`config.mk`:
```
export PLATFORM = sky130hd
export DESIGN_NAME = control_unit_flat
export DESIGN_NICKNAME = d
export VERILOG_FILES = /design/src/rtl/control_unit_if.sv /design/src/rtl/control_unit.sv /design/src/flat_wrapper.sv
export SDC_FILE = /design/constraint.sdc
export NUM_CORES = 1
export LEC_CHECK = 0
export ABC_AREA = 1
export CORE_ASPECT_RATIO = 1.1
export CORE_UTILIZATION = 35
export CTS_CLUSTER_DIAMETER = 150
export DETAILED_ROUTE_END_ITERATION = 8
export PLACE_DENSITY_LB_ADDON = 0.05
export SYNTH_ARGS = -nofsm -noshare
export SYNTH_HDL_FRONTEND = slang
export SYNTH_SLANG_ARGS = --single-unit
```
`constraint.sdc`:
```
create_clock -name clock -period 2.16 [get_ports clock]
set_input_delay 0.432 -clock clock [delete_from_list [all_inputs] [get_ports clock]]
set_output_delay 0.432 -clock clock [all_outputs]
set_load 0.02 [all_outputs]
```
`src/rtl/control_unit_if.sv`:
```
// Control-strobe bundle between the Mini-SRC control sequencer and its datapath.
interface control_unit_if #(
  parameter int OPW = 5
);
  logic [31:0]    ir;
  logic           con;
  logic           stop;
  logic           run;
  logic           dp_clear;
  logic           PCout, Zhighout, Zlowout, MDRout, HIout, LOout, InportOut, Cout;
  logic           MARin, Zin, PCin, MDRin, IRin, Yin, LOin, HIin, OutportIn, CONin;
  logic           GRA, GRB, GRC, Rin, Rout, BAout;
  logic           IncPC, Read, Write;
  logic [OPW-1:0] opcode;

  modport master (
    input  ir, con, stop,
    output run, dp_clear,
    output PCout, Zhighout, Zlowout, MDRout, HIout, LOout, InportOut, Cout,
    output MARin, Zin, PCin, MDRin, IRin, Yin, LOin, HIin, OutportIn, CONin,
    output GRA, GRB, GRC, Rin, Rout, BAout,
    output IncPC, Read, Write, opcode
  );

  modport slave (
    output ir, con, stop,
    input  run, dp_clear,
    input  PCout, Zhighout, Zlowout, MDRout, HIout, LOout, InportOut, Cout,
    input  MARin, Zin, PCin, MDRin, IRin, Yin, LOin, HIin, OutportIn, CONin,
    input  GRA, GRB, GRC, Rin, Rout, BAout,
    input  IncPC, Read, Write, opcode
  );
endinterface

```
`src/rtl/control_unit.sv`:
```
// Hardwired Moore control sequencer for the Mini-SRC CPU.
//
// state   | meaning
// --------+----------------------------------------------------------
// S_RESET | held while clear is low; datapath clear asserted
// S_T0    | fetch: PC to MAR, increment PC
// S_T1    | fetch: memory read into MDR
// S_T2    | fetch: MDR into IR
// S_T3    | first execute step, decoded from the freshly loaded IR
// S_T4..7 | further execute steps, decoded from the opcode latched in T3
// S_HALT  | stopped; only clear leaves this state
module control_unit #(
  parameter int             OPW    = 5,
  parameter logic [OPW-1:0] ADD_OP = 5'b00011
) (
  input logic            clock,
  input logic            clear,
  control_unit_if.master cu
);

  localparam logic [OPW-1:0] OP_LD   = 5'b00000;
  localparam logic [OPW-1:0] OP_LDI  = 5'b00001;
  localparam logic [OPW-1:0] OP_ST   = 5'b00010;
  localparam logic [OPW-1:0] OP_ADD  = 5'b00011;
  localparam logic [OPW-1:0] OP_AND  = 5'b01010;
  localparam logic [OPW-1:0] OP_OR   = 5'b01011;
  localparam logic [OPW-1:0] OP_ADDI = 5'b01100;
  localparam logic [OPW-1:0] OP_ANDI = 5'b01101;
  localparam logic [OPW-1:0] OP_ORI  = 5'b01110;
  localparam logic [OPW-1:0] OP_MUL  = 5'b01111;
  localparam logic [OPW-1:0] OP_DIV  = 5'b10000;
  localparam logic [OPW-1:0] OP_NEG  = 5'b10001;
  localparam logic [OPW-1:0] OP_NOT  = 5'b10010;
  localparam logic [OPW-1:0] OP_BR   = 5'b10011;
  localparam logic [OPW-1:0] OP_JR   = 5'b10100;
  localparam logic [OPW-1:0] OP_IN   = 5'b10110;
  localparam logic [OPW-1:0] OP_OUT  = 5'b10111;
  localparam logic [OPW-1:0] OP_MFHI = 5'b11000;
  localparam logic [OPW-1:0] OP_MFLO = 5'b11001;
  localparam logic [OPW-1:0] OP_HALT = 5'b11011;

  typedef enum logic [3:0] {
    S_RESET, S_T0, S_T1, S_T2, S_T3, S_T4, S_T5, S_T6, S_T7, S_HALT
  } state_t;

  state_t         state_q, state_d;
  logic [OPW-1:0] op_q, op_d;
  logic [OPW-1:0] op;
  logic           is_ld, is_ldi, is_st, is_alu, is_imm, is_muldiv, is_negnot;
  logic           is_br, is_jr, is_in, is_out, is_mfhi, is_mflo, is_halt;
  logic           mem_addr;
  state_t         end_state;

  // The opcode is taken straight from IR in T3 and held in op_q for the later steps.
  always_comb begin
    op        = (state_q == S_T3) ? cu.ir[31 -: OPW] : op_q;
    op_d      = (state_q == S_T3) ? cu.ir[31 -: OPW] : op_q;
    is_ld     = (op == OP_LD);
    is_ldi    = (op == OP_LDI);
    is_st     = (op == OP_ST);
    is_alu    = (op >= OP_ADD) && (op <= OP_OR);
    is_imm    = (op >= OP_ADDI) && (op <= OP_ORI);
    is_muldiv = (op == OP_MUL) || (op == OP_DIV);
    is_negnot = (op == OP_NEG) || (op == OP_NOT);
    is_br     = (op == OP_BR);
    is_jr     = (op == OP_JR);
    is_in     = (op == OP_IN);
    is_out    = (op == OP_OUT);
    is_mfhi   = (op == OP_MFHI);
    is_mflo   = (op == OP_MFLO);
    is_halt   = (op == OP_HALT);
    mem_addr  = is_ld || is_st || is_ldi;
    end_state = cu.stop ? S_HALT : S_T0;
  end

  // Next-state: each instruction class leaves from its own last T-state.
  always_comb begin
    state_d = state_q;
    unique case (state_q)
      S_RESET: state_d = S_T0;
      S_T0:    state_d = S_T1;
      S_T1:    state_d = S_T2;
      S_T2:    state_d = S_T3;
      S_T3: begin
        if (is_halt)
          state_d = S_HALT;
        else if (is_ld || is_ldi || is_st || is_alu || is_imm || is_muldiv || is_negnot || is_br)
          state_d = S_T4;
        else
          state_d = end_state;
      end
      S_T4:    state_d = is_negnot ? end_state : S_T5;
      S_T5:    state_d = (is_ld || is_st || is_br) ? S_T6 : end_state;
      S_T6:    state_d = is_br ? end_state : S_T7;
      S_T7:    state_d = end_state;
      S_HALT:  state_d = S_HALT;
      default: state_d = S_RESET;
    endcase
  end

  // State and latched opcode; clear forces RESET without waiting for a clock.
  always_ff @(posedge clock or negedge clear) begin
    if (!clear) begin
      state_q <= S_RESET;
      op_q    <= '0;
    end else begin
      state_q <= state_d;
      op_q    <= op_d;
    end
  end

  // Moore strobe decode of the current T-state and instruction class.
  always_comb begin
    cu.run       = (state_q != S_RESET) && (state_q != S_HALT);
    cu.dp_clear  = (state_q == S_RESET);
    cu.PCout     = 1'b0; cu.Zhighout = 1'b0; cu.Zlowout   = 1'b0; cu.MDRout = 1'b0;
    cu.HIout     = 1'b0; cu.LOout    = 1'b0; cu.InportOut = 1'b0; cu.Cout   = 1'b0;
    cu.MARin     = 1'b0; cu.Zin      = 1'b0; cu.PCin      = 1'b0; cu.MDRin  = 1'b0;
    cu.IRin      = 1'b0; cu.Yin      = 1'b0; cu.LOin      = 1'b0; cu.HIin   = 1'b0;
    cu.OutportIn = 1'b0; cu.CONin    = 1'b0;
    cu.GRA       = 1'b0; cu.GRB      = 1'b0; cu.GRC       = 1'b0;
    cu.Rin       = 1'b0; cu.Rout     = 1'b0; cu.BAout     = 1'b0;
    cu.IncPC     = 1'b0; cu.Read     = 1'b0; cu.Write     = 1'b0;
    cu.opcode    = '0;
    unique case (state_q)
      S_T0: begin cu.PCout = 1'b1; cu.MARin = 1'b1; cu.IncPC = 1'b1; end
      S_T1: begin cu.Read = 1'b1; cu.MDRin = 1'b1; end
      S_T2: begin cu.MDRout = 1'b1; cu.IRin = 1'b1; end
      S_T3: begin
        if (is_alu || is_imm) begin
          cu.GRB = 1'b1; cu.Rout = 1'b1; cu.Yin = 1'b1;
        end else if (mem_addr) begin
          cu.GRB = 1'b1; cu.BAout = 1'b1; cu.Yin = 1'b1;
        end else if (is_muldiv) begin
          cu.GRA = 1'b1; cu.Rout = 1'b1; cu.Yin = 1'b1;
        end else if (is_negnot) begin
          cu.GRB = 1'b1; cu.Rout = 1'b1; cu.Zin = 1'b1; cu.opcode = op;
        end else if (is_br) begin
          cu.GRA = 1'b1; cu.Rout = 1'b1; cu.CONin = 1'b1;
        end else if (is_jr) begin
          cu.GRA = 1'b1; cu.Rout = 1'b1; cu.PCin = 1'b1;
        end else if (is_in) begin
          cu.InportOut = 1'b1; cu.GRA = 1'b1; cu.Rin = 1'b1;
        end else if (is_out) begin
          cu.GRA = 1'b1; cu.Rout = 1'b1; cu.OutportIn = 1'b1;
        end else if (is_mfhi) begin
          cu.HIout = 1'b1; cu.GRA = 1'b1; cu.Rin = 1'b1;
        end else if (is_mflo) begin
          cu.LOout = 1'b1; cu.GRA = 1'b1; cu.Rin = 1'b1;
        end
      end
      S_T4: begin
        if (is_alu) begin
          cu.GRC = 1'b1; cu.Rout = 1'b1; cu.Zin = 1'b1; cu.opcode = op;
        end else if (is_imm || mem_addr) begin
          cu.Cout = 1'b1; cu.Zin = 1'b1;
          cu.opcode = (op == OP_ANDI) ? OP_AND : (op == OP_ORI) ? OP_OR : ADD_OP;
        end else if (is_muldiv) begin
          cu.GRB = 1'b1; cu.Rout = 1'b1; cu.Zin = 1'b1; cu.opcode = op;
        end else if (is_negnot) begin
          cu.Zlowout = 1'b1; cu.GRA = 1'b1; cu.Rin = 1'b1;
        end else if (is_br) begin
          cu.PCout = 1'b1; cu.Yin = 1'b1;
        end
      end
      S_T5: begin
        if (is_alu || is_imm || is_ldi) begin
          cu.Zlowout = 1'b1; cu.GRA = 1'b1; cu.Rin = 1'b1;
        end else if (is_ld || is_st) begin
          cu.Zlowout = 1'b1; cu.MARin = 1'b1;
        end else if (is_muldiv) begin
          cu.LOin = 1'b1; cu.HIin = 1'b1;
        end else if (is_br) begin
          cu.Cout = 1'b1; cu.Zin = 1'b1; cu.opcode = ADD_OP;
        end
      end
      S_T6: begin
        if (is_ld) begin
          cu.Read = 1'b1; cu.MDRin = 1'b1;
        end else if (is_st) begin
          cu.GRA = 1'b1; cu.Rout = 1'b1; cu.MDRin = 1'b1;
        end else if (is_br && cu.con) begin
          cu.Zlowout = 1'b1; cu.PCin = 1'b1;
        end
      end
      S_T7: begin
        if (is_ld) begin
          cu.MDRout = 1'b1; cu.GRA = 1'b1; cu.Rin = 1'b1;
        end else if (is_st) begin
          cu.Write = 1'b1;
        end
      end
      default: ;
    endcase
  end

endmodule
```
`src/flat_wrapper.sv`:
```
// flat-port wrapper written by rule: the top's interface ports become plain ports
module control_unit_flat 
#(
  parameter int             OPW    = 5,
  parameter logic [OPW-1:0] ADD_OP = 5'b00011
)
  (clock, clear, cu_ir, cu_con, cu_stop, cu_run, cu_dp_clear, cu_PCout, cu_Zhighout, cu_Zlowout, cu_MDRout, cu_HIout, cu_LOout, cu_InportOut, cu_Cout, cu_MARin, cu_Zin, cu_PCin, cu_MDRin, cu_IRin, cu_Yin, cu_LOin, cu_HIin, cu_OutportIn, cu_CONin, cu_GRA, cu_GRB, cu_GRC, cu_Rin, cu_Rout, cu_BAout, cu_IncPC, cu_Read, cu_Write, cu_opcode);
  control_unit_if #(.OPW(OPW)) cu_i ();
  input logic clock;
  input logic clear;
  input wire logic [$bits(cu_i.ir)-1:0] cu_ir;
  input wire logic [$bits(cu_i.con)-1:0] cu_con;
  input wire logic [$bits(cu_i.stop)-1:0] cu_stop;
  output wire logic [$bits(cu_i.run)-1:0] cu_run;
  output wire logic [$bits(cu_i.dp_clear)-1:0] cu_dp_clear;
  output wire logic [$bits(cu_i.PCout)-1:0] cu_PCout;
  output wire logic [$bits(cu_i.Zhighout)-1:0] cu_Zhighout;
  output wire logic [$bits(cu_i.Zlowout)-1:0] cu_Zlowout;
  output wire logic [$bits(cu_i.MDRout)-1:0] cu_MDRout;
  output wire logic [$bits(cu_i.HIout)-1:0] cu_HIout;
  output wire logic [$bits(cu_i.LOout)-1:0] cu_LOout;
  output wire logic [$bits(cu_i.InportOut)-1:0] cu_InportOut;
  output wire logic [$bits(cu_i.Cout)-1:0] cu_Cout;
  output wire logic [$bits(cu_i.MARin)-1:0] cu_MARin;
  output wire logic [$bits(cu_i.Zin)-1:0] cu_Zin;
  output wire logic [$bits(cu_i.PCin)-1:0] cu_PCin;
  output wire logic [$bits(cu_i.MDRin)-1:0] cu_MDRin;
  output wire logic [$bits(cu_i.IRin)-1:0] cu_IRin;
  output wire logic [$bits(cu_i.Yin)-1:0] cu_Yin;
  output wire logic [$bits(cu_i.LOin)-1:0] cu_LOin;
  output wire logic [$bits(cu_i.HIin)-1:0] cu_HIin;
  output wire logic [$bits(cu_i.OutportIn)-1:0] cu_OutportIn;
  output wire logic [$bits(cu_i.CONin)-1:0] cu_CONin;
  output wire logic [$bits(cu_i.GRA)-1:0] cu_GRA;
  output wire logic [$bits(cu_i.GRB)-1:0] cu_GRB;
  output wire logic [$bits(cu_i.GRC)-1:0] cu_GRC;
  output wire logic [$bits(cu_i.Rin)-1:0] cu_Rin;
  output wire logic [$bits(cu_i.Rout)-1:0] cu_Rout;
  output wire logic [$bits(cu_i.BAout)-1:0] cu_BAout;
  output wire logic [$bits(cu_i.IncPC)-1:0] cu_IncPC;
  output wire logic [$bits(cu_i.Read)-1:0] cu_Read;
  output wire logic [$bits(cu_i.Write)-1:0] cu_Write;
  output wire logic [$bits(cu_i.opcode)-1:0] cu_opcode;
  assign cu_i.ir = cu_ir;
  assign cu_i.con = cu_con;
  assign cu_i.stop = cu_stop;
  assign cu_run = cu_i.run;
  assign cu_dp_clear = cu_i.dp_clear;
  assign cu_PCout = cu_i.PCout;
  assign cu_Zhighout = cu_i.Zhighout;
  assign cu_Zlowout = cu_i.Zlowout;
  assign cu_MDRout = cu_i.MDRout;
  assign cu_HIout = cu_i.HIout;
  assign cu_LOout = cu_i.LOout;
  assign cu_InportOut = cu_i.InportOut;
  assign cu_Cout = cu_i.Cout;
  assign cu_MARin = cu_i.MARin;
  assign cu_Zin = cu_i.Zin;
  assign cu_PCin = cu_i.PCin;
  assign cu_MDRin = cu_i.MDRin;
  assign cu_IRin = cu_i.IRin;
  assign cu_Yin = cu_i.Yin;
  assign cu_LOin = cu_i.LOin;
  assign cu_HIin = cu_i.HIin;
  assign cu_OutportIn = cu_i.OutportIn;
  assign cu_CONin = cu_i.CONin;
  assign cu_GRA = cu_i.GRA;
  assign cu_GRB = cu_i.GRB;
  assign cu_GRC = cu_i.GRC;
  assign cu_Rin = cu_i.Rin;
  assign cu_Rout = cu_i.Rout;
  assign cu_BAout = cu_i.BAout;
  assign cu_IncPC = cu_i.IncPC;
  assign cu_Read = cu_i.Read;
  assign cu_Write = cu_i.Write;
  assign cu_opcode = cu_i.opcode;
  control_unit #(.OPW(OPW), .ADD_OP(ADD_OP)) u_core (.clock(clock), .clear(clear), .cu(cu_i));
endmodule
```
* After elaboration in Yosys (flattened, before gate mapping) *
Index checks and enable logic that the tools add are counted.

word-level totals
  flip-flop bits (word level) = 9
  bits in latches = 0
  RAM bits = 0
  memory bits (read-only) = 0
  bits of input ports = 36
  output and inout port bits = 34
  word-level logic and storage cells = 207
  memories = 0

operators by class
  add/sub/neg operators = 0
  multiply operators = 0
  divide/modulo/power cells = 0
  $lt $le $gt $ge = 4
  equality and inequality tests = 25
  shift-type cells = 0
  mux-type cells = 154
  bitwise operators = 0
  reduce and logical (&&, ||, !) cells = 22

operators by type and width
  cell                                                                                  count
  1-bit two-way mux                                                                     118
  5-bit two-way mux                                                                     12
  5-bit equality test (second input constant)                                           10
  4-bit case mux with 10 select lines                                                   1
  4-bit two-way mux                                                                     7
  1-bit case mux with 2 select lines                                                    9
  4-bit by 3-bit equality test with 1-bit output (second input constant)                4
  5-bit by 4-bit equality test with 1-bit output (second input constant)                3
  1-bit logical OR                                                                      15
  5-bit case mux with 3 select lines                                                    1
  5-bit by 4-bit <= comparator with 1-bit output (second input constant)                2
  1-bit case mux with 3 select lines                                                    3
  4-bit by 2-bit equality test with 1-bit output (second input constant)                2
  4-bit equality test (second input constant)                                           2
  5-bit by 1-bit equality test with 1-bit output (second input constant)                1
  5-bit by 2-bit equality test with 1-bit output (second input constant)                1
  5-bit by 2-bit greater-or-equal comparator with 1-bit output (second input constant)  1
  5-bit by 4-bit greater-or-equal comparator with 1-bit output (second input constant)  1
  5-bit zero test                                                                       1
  1-bit case mux with 5 select lines                                                    1
  4-bit by 1-bit equality test with 1-bit output (second input constant)                1
  1-bit logical AND                                                                     4
  4-bit zero test                                                                       1
  4-bit != test (second input constant)                                                 1
  other kinds (3)                                                                       3

* Longest topological paths before layout *
Gate-level depths: netlist of run 1.

  word-level depth = 14
  gate-level depth with buffers = 13

* Least setup slack after synthesis of run 1 *
No wires, ideal clock.

  path kind = reg-to-output
  start = register u_core.state_q[0]
  end = output cu_LOin
  arrival time = 2.298 ns
  path slack = -0.570 ns
  stages on the path, launching flop included = 12
  buffers on the path = 2
  cell sequence = dfrtp_1 buf_6 inv_1 nand2_1 nor2_1 nand2_1 nand2_2 nand3_1 nor2_1 nor2_1 nor4_1 buf_4

between the ends
  word-level cells in the longest chain between the ends = 8

ends and longest elaborated chain
  item                                                                                        line                 RTL
  start, declared                                                                             control_unit.sv:46   state_t state_q, state_d;
  start signal, assigned                                                                      control_unit.sv:107  state_q <= state_d;
  4-bit by 3-bit equality test with 1-bit output                                              control_unit.sv:56   op = (state_q == S_T3) ? cu.ir[31 -: OPW] : op_q;
  5-bit two-way mux                                                                           --
  5-bit by 2-bit greater-or-equal comparator with 1-bit output, or another cell as far along  control_unit.sv:61   is_alu = (op >= OP_ADD) && (op <= OP_OR);
  1-bit logical AND, or another cell as far along                                             control_unit.sv:61
  1-bit logical OR / 1-bit two-way mux (equally long branches) (2 in a row)                   --
  1-bit two-way mux                                                                           --
  1-bit two-way mux *                                                                         --
  end, declared                                                                               flat_wrapper.sv:30   output wire logic [$bits(cu_i.LOin)-1:0] cu_LOin;

Every way passes the cells marked *; elsewhere a longest branch is shown, timed or not.

* Worst setup path after layout of run 1 *
  start = register u_core.state_q[0]
  end = output cu_Rout

between the ends
  word-level cells in the longest chain between the ends = 12

ends and longest elaborated chain
  item                                            line                                     RTL
  4-bit by 3-bit equality test with 1-bit output  control_unit.sv:56, control_unit.sv:125
  5-bit two-way mux                               --
  5-bit equality test                             control_unit.sv:68                       is_out = (op == OP_OUT);
  1-bit two-way mux                               control_unit.sv:144                      end else if (is_out) begin
  1-bit two-way mux                               control_unit.sv:142                      end else if (is_in) begin
  1-bit two-way mux                               control_unit.sv:140                      end else if (is_jr) begin
  1-bit two-way mux                               control_unit.sv:138                      end else if (is_br) begin
  1-bit two-way mux                               control_unit.sv:136                      end else if (is_negnot) begin
  1-bit two-way mux                               control_unit.sv:134                      end else if (is_muldiv) begin
  1-bit two-way mux                               control_unit.sv:132                      end else if (mem_addr) begin
  1-bit two-way mux                               control_unit.sv:130                      if (is_alu || is_imm) begin
  1-bit case mux with 3 select lines *            control_unit.sv:125                      unique case (state_q)
  end, declared                                   flat_wrapper.sv:38                       output wire logic [$bits(cu_i.Rout)-1:0] cu_Rout;

Marked as above.

==> run metrics, run 1 <==
Hold Slack=0.4509 ns; largest net degree at the start of global routing=13; #FFs+latches synth=9; clock tree buffer depth=2; CP Launch Type=flip-flop; Worst path top cell family by delay=simple AND/OR/NAND/NOR gates; Non-Filler Instances=391; Hold Violations, Final=0; GRT Overall Usage=33.11%; number of diodes=0; syn_area_per_cell=5.754 µm²; Synth Area in Adders=0%; synthesis-to-finish area growth=137.8%; CP Cell Sequence=nor2_4 > buf_6 > buf_6 > nand3b_1 > nand2_4 > nand2_4 > nor2_2 > nand2_2 > nand2_4 > nor2_1 > nand2_1 > nand2_1 > nand3_2 > buf_6; Pwr Density=1689 nW/µm²; port buffer count=41; worst setup slack after layout=-0.5611 ns; most area-consuming cells after synthesis=dfrtp_1 (18%), nand2_1 (17%), nand3_1 (12%); Setup TNS=-12.71 ns; Slowest Stage Delay on Critical Path=0.42 ns; min Tclk post-route=2.721 ns; H-tree depth=1; CP Buf/Inv Count=3; max_cap viols=0; Post-DRT Antenna Nets=0; synthesis warning total=0; Setup CP Type=flip-flop to output pin; syn_nets=253; setup slack at placement=-0.9303 ns; worst r2r src=u_core.state_q[0]; clk_lat worst skew=0.29 ns; failing checks=setup timing; nets=380; DR vias=2269; Iteration-0 DRC Markers=266; post-synth top area cell=dfrtp_1; Slew Limit Fails=0; CTS tree=built; CP Data Arrival Time=2.29 ns; Die Ht=64.65 µm; Post-synth ARST share=100.0%; Post-route DRC=0; hold buffer count at cts=0; Slew headroom=66.70%; ratio of cells with drive above 1 in the final layout=61.81%; crit end category=output pin; Slew @ Worst Pin=0.4942 ns; # fillers=173; Reg clk slew, reported paths=0.09 ns; DP Wirelength=3821 µm; drt wl/cell=19.26 µm; post-synthesis mux area share=0%; fin crit share=126.0%; vias in the first global route=2116; CP max FO=5; Starting Density=37.18%; worst vdd ir=0.9784 mV; Max Fclk=367.5 MHz; final design utilization=88.41%; Sink Count=9; CTS Root Cell=clkbuf_4; Fin Clk Skew=0.01905 ns; RD Place Congestion=0.9232; CTS buffer count=3; DIE WIDTH=58.95 µm; Top FF cell, synth=dfrtp_1; sequential fraction of the synthesis area=18.04%; DR vias/cell=5.803; mapped cell area=1249 µm²; Hold WC Path Type=input port to async pin; Synth Instances=217; Cells after DPL=360; Slowest cell on crit path=dfrtp_1; area occupied by multi-input gates=1415 µm²; synth cell count leaders=nand2_1 (57), nand3_1 (30), nor2_1 (30); global-route wire length before repair=9591 µm; FF-to-FF End=u_core.state_q[1]; largest family of logic cells by synthesized area=simple AND/OR/NAND/NOR gates; r2r worst-path depth=10; area share of the largest cell type after synthesis=18.04%; drt first pass iters=4; Post-synth EDFFs=0; die footprint=3811 µm²; register area=225.2 µm²; initial antenna violation count=0; Critical Path RT=1.73 ns; # rows=22; worst reg-to-reg setup slack=-0.05 ns; Netlist cell types=29; grt ovf=0; Post-Synth Simple-Gate Area=58.62%; CORE AREA=3358 µm²; Synth Area in Compound Gates=11.82%; Detailed Route WL=7532 µm; count leader, synth=nand2_1; Ports=70; RSZ-0062 raised after global routing=true; status=complete, but fails checks; final setup violation count=30; xor and xnor fraction of the mapped netlist area=0%; Leakage=1.452 nW
## repair_timing
action                                 CTS  global route
gates cloned                             1             0
setup buffers                           20             7
setup endpoints to repair               33            32
gates resized for setup                235            67
endpoints found under the hold margin    0             0
pin swaps                               20            38
## cell type report
type,instances,share of cell area [%]
multi-input cells,176,47.66
repair buffers,126,38.22
flip-flops and latches,9,7.585
inverters,28,3.624
well taps,48,2.023
clock buffers,4,0.8850
## cells in the final DEF (no fill, tap or decap), types with 3 or more instances in the layout
cell             instances
o21ai_1                  4
inv_1                   24
nand2_8                  7
nand4_1                  7
nor2_2                  11
buf_2                    4
nand2_1                 31
a21oi_1                  5
clkdlybuf4s50_1          8
nor2_1                  11
inv_2                    3
nor2_4                  13
buf_4                   65
nand3_4                  6
nand2_4                 14
nand3_2                 10
buf_6                   44
nand3_1                 15
dlygate4sd2_1            3
nand2_2                 16
clkbuf_4                 3
dfrtp_1                  9
o21ai_0                  4
## per-stage QoR
step | power, W | area, µm²
after floorplan | 0.001861 | 1328
after global placement | 0.003127 | 2206
after detailed placement | 0.003131 | 2206
after CTS | 0.004091 | 2653
after global routing | 0.005277 | 2969
final | 0.005014 | 2969
## flip-flops by register name, summed over array words and instances, names as in the netlist
signal	count
u_core.state_q	4
u_core.op_q	5
## how the worst max path moves through the flow
stage / end / slack, ns / from / cells past startpoint
after detailed placement: cu_GRA / -0.93 / cu_ir[27] / 10
after global routing: cu_Rout / -0.84 / u_core.state_q[0] / 14
after CTS: cu_Zlowout / -0.42 / u_core.state_q[1] / 13
after global placement: cu_GRA / -0.88 / cu_ir[27] / 10
final: cu_Rout / -0.56 / u_core.state_q[0] / 14
after floorplan: cu_LOin / -0.13 / u_core.state_q[0] / 11
## kinds of logic after synthesis
logic type             after synthesis
buffers and inverters               33
AOI/OAI and AO/OA                   25
DFF                                  9
other                                1
and+or+nand+nor                    149
## where the power goes
part           internal (W)  switching [W]
sequential         0.000251      0.0000874
combinational       0.00193        0.00260
clock             0.0000717      0.0000781
total               0.00225        0.00276
## layer usage
layer / global-route usage [%] / part of all wire (%)
met1: 38.21 / 36
met2: 59.52 / 53
met3: 2.595 / 6.6
met4: 16.96 / 4.8
met5: 0 / 0
No activity file was read; power rests on OpenSTA's default activity.
==> inputs of run 2 (changes only) <==
Settings changed: GPL_TIMING_DRIVEN from default to 0, SLEW_MARGIN from default to 20.
==> run metrics, run 2 (synthesis results as in run 1) <==
CP Cell Sequence=nor2_2 > nand3_1 > nand2_4 > nand2_4 > nand2_8 > nand2_8 > buf_4 > o211ai_1 > nand3_2 > buf_6; Max Fclk=350.1 MHz (-4.7%); Pwr Density=1675 nW/µm² (-0.82%); RSZ-0062 raised after global routing=true; H-tree depth=1 (unchanged); ratio of cells with drive above 1 in the final layout=57.62% (-4.2 points); DP Wirelength=3354 µm (-12%); Slew @ Worst Pin=0.5712 ns (+0.07693 ns); Critical Path RT=1.73 ns (about the same); worst setup slack after layout=-0.6965 ns (-0.1355 ns); Fin Clk Skew=0.006281 ns (-0.01277 ns); initial antenna violation count=0 (unchanged); Slew Limit Fails=0 (unchanged); Slew headroom=61.71% (-5.0 points); max_cap viols=0 (unchanged); largest net degree at the start of global routing=11 (-2); Post-DRT Antenna Nets=0 (unchanged); Ports=70 (unchanged); worst reg-to-reg setup slack=0.08 ns (+0.13 ns); die footprint=3811 µm² (unchanged); Starting Density=37.18% (unchanged); port buffer count=41 (unchanged); # rows=22 (unchanged); most common cell after layout, fill and taps aside=buf_4; synthesis-to-finish area growth=107.8%; most frequent cells in the layout=buf_4 (39), nand2_1 (32), buf_6 (24); number of diodes=0 (unchanged); RD Place Congestion=0.9216 (-0.17%); Hold Violations, Final=0 (unchanged); Area after DPL=1798 µm² (-18%); Setup CP Type=flip-flop to output pin; Largest Register=u_core.op_q; global-route wire length before repair=8259 µm (-14%); Slowest cell on crit path=dfrtp_2; register area=229.0 µm² (+1.7%); status=complete, but fails checks; CTS tree=built; grt ovf=0 (unchanged); worst r2r src=u_core.state_q[3]; FF-to-FF End=u_core.state_q[0]; Largest register FFs=5 (unchanged); Die Ht=64.65 µm (unchanged); r2r worst-path depth=12 (+2); min Tclk post-route=2.857 ns (+0.1355 ns); Power Total=0.004346 W (-13%); hold buffer count at cts=0 (unchanged); area occupied by multi-input gates=1386 µm² (-2.0%); crit end category=output pin; GRT Overall Usage=28.40% (-4.7 points); DR vias=1938 (-15%); drt wl/cell=16.69 µm (-13%); failing checks=setup timing; biggest regs=u_core.op_q: 5 flops, u_core.state_q: 4 flops; clk_lat worst skew=0.26 ns (-0.03 ns); CTS Root Cell=clkbuf_4; vias in the first global route=1722 (-19%); drt first pass iters=4 (unchanged); Worst path top cell family by delay=simple AND/OR/NAND/NOR gates; Leakage=1.269 nW (-13%); Final Instance Area=2595 µm² (-13%); DR vias/cell=5.537 (-4.6%); # fillers=275 (+59%); final design utilization=77.27% (-11 points); Reg clk slew, reported paths=0.06 ns (-0.03 ns); clock tree buffer depth=2 (unchanged); Detailed Route WL=5841 µm (-22%); DIE WIDTH=58.95 µm (unchanged); Post-route DRC=0 (unchanged); Sink Count=9 (unchanged); CTS buffer count=3 (unchanged); setup slack at placement=-1.095 ns (-0.1648 ns); CP Launch Type=flip-flop; fin crit share=132.2% (+6.3 points); final setup violation count=29 (-3.3%); Slowest Stage Delay on Critical Path=0.47 ns (+0.05 ns); Iteration-0 DRC Markers=112 (-58%); worst vdd ir=0.6803 mV (-30%); CORE AREA=3358 µm² (unchanged); CP Data Arrival Time=2.42 ns (+0.13 ns); Hold WC Path Type=input port to async pin; Setup TNS=-12.12 ns (+0.5956 ns); CP max FO=7 (+2); CP Buf/Inv Count=2 (-1); nets=339 (-11%)
run 2: cell types whose count changed in the layout (fill, tap and decap cells not counted), moves of 3 or more:
cell / delta
buf_6: -20
dfrtp_2: +3
inv_1: -5
dfrtp_1: -3
buf_4: -26
nor2_2: -5
nor2_1: +6
run 2: power breakdown:
part	leakage (nW)	switching [W]	internal (W)	total, W
Clock	0.0150	0.0000613	0.0000713	0.000133
Sequential	0.108	0.000101	0.000256	0.000358
Combinational	1.15	0.00230	0.00156	0.00386
Total	1.27	0.00246	0.00188	0.00435
run 2: area by class of cell:
type,instances,area share [%]
Multi-Input combinational cell,177,53.42
Tap cell,48,2.314
Inverter,28,4.532
Buffer,4,1.061
Clock buffer,4,1.013
Sequential cell,9,8.824
Timing Repair Buffer,80,28.83
run 2: through the flow:
stage / std cells / hold WS (ns)
floorplan: 217 / 0.1364
global placement: 306 / 0.5719
detailed placement: 306 / 0.5658
CTS: 337 / 0.4846
global route: 350 / 0.4972
finish: 350 / 0.4701
run 2: worst max-delay path by stage:
stage,startpoint,to,slack [ns],cells past startpoint
global route,u_core.state_q[3],cu_opcode[0],-0.74,12
detailed placement,cu_ir[31],cu_opcode[1],-1.10,10
finish,u_core.state_q[3],cu_opcode[0],-0.70,10
floorplan,u_core.state_q[0],cu_LOin,-0.13,11
global placement,cu_ir[31],cu_opcode[1],-1.12,10
CTS,u_core.state_q[0],cu_InportOut,-0.48,14
run 2: worst reg2reg max path, delay by kind of cell (launching register included):
| kind | cells | cell delay [ns] |
|---|---|---|
| and+or+nand+nor | 8 | 0.98 |
| DFF | 1 | 0.47 |
| buffers and inverters | 3 | 0.41 |
| AOI/OAI and AO/OA | 1 | 0.14 |
run 2: metal layers:
| layer | track usage, % | vias to the layer above | share of wire, % |
|---|---|---|---|
| li1 | - | 887 | - |
| met1 | 35.96 | 928 | 39 |
| met2 | 48.58 | 102 | 50 |
| met3 | 3.194 | 21 | 6.7 |
| met4 | 10.42 | 0 | 3.5 |
| met5 | 0 | - | 0 |
run 2: timing repair:
| action | CTS | global route |
|---|---|---|
| setup endpoints to repair | 33 | 31 |
| gates resized for setup | 231 | 52 |
| cloned | 2 | 0 |
| pin swaps | 32 | 23 |
| buffers inserted | 25 | 14 |
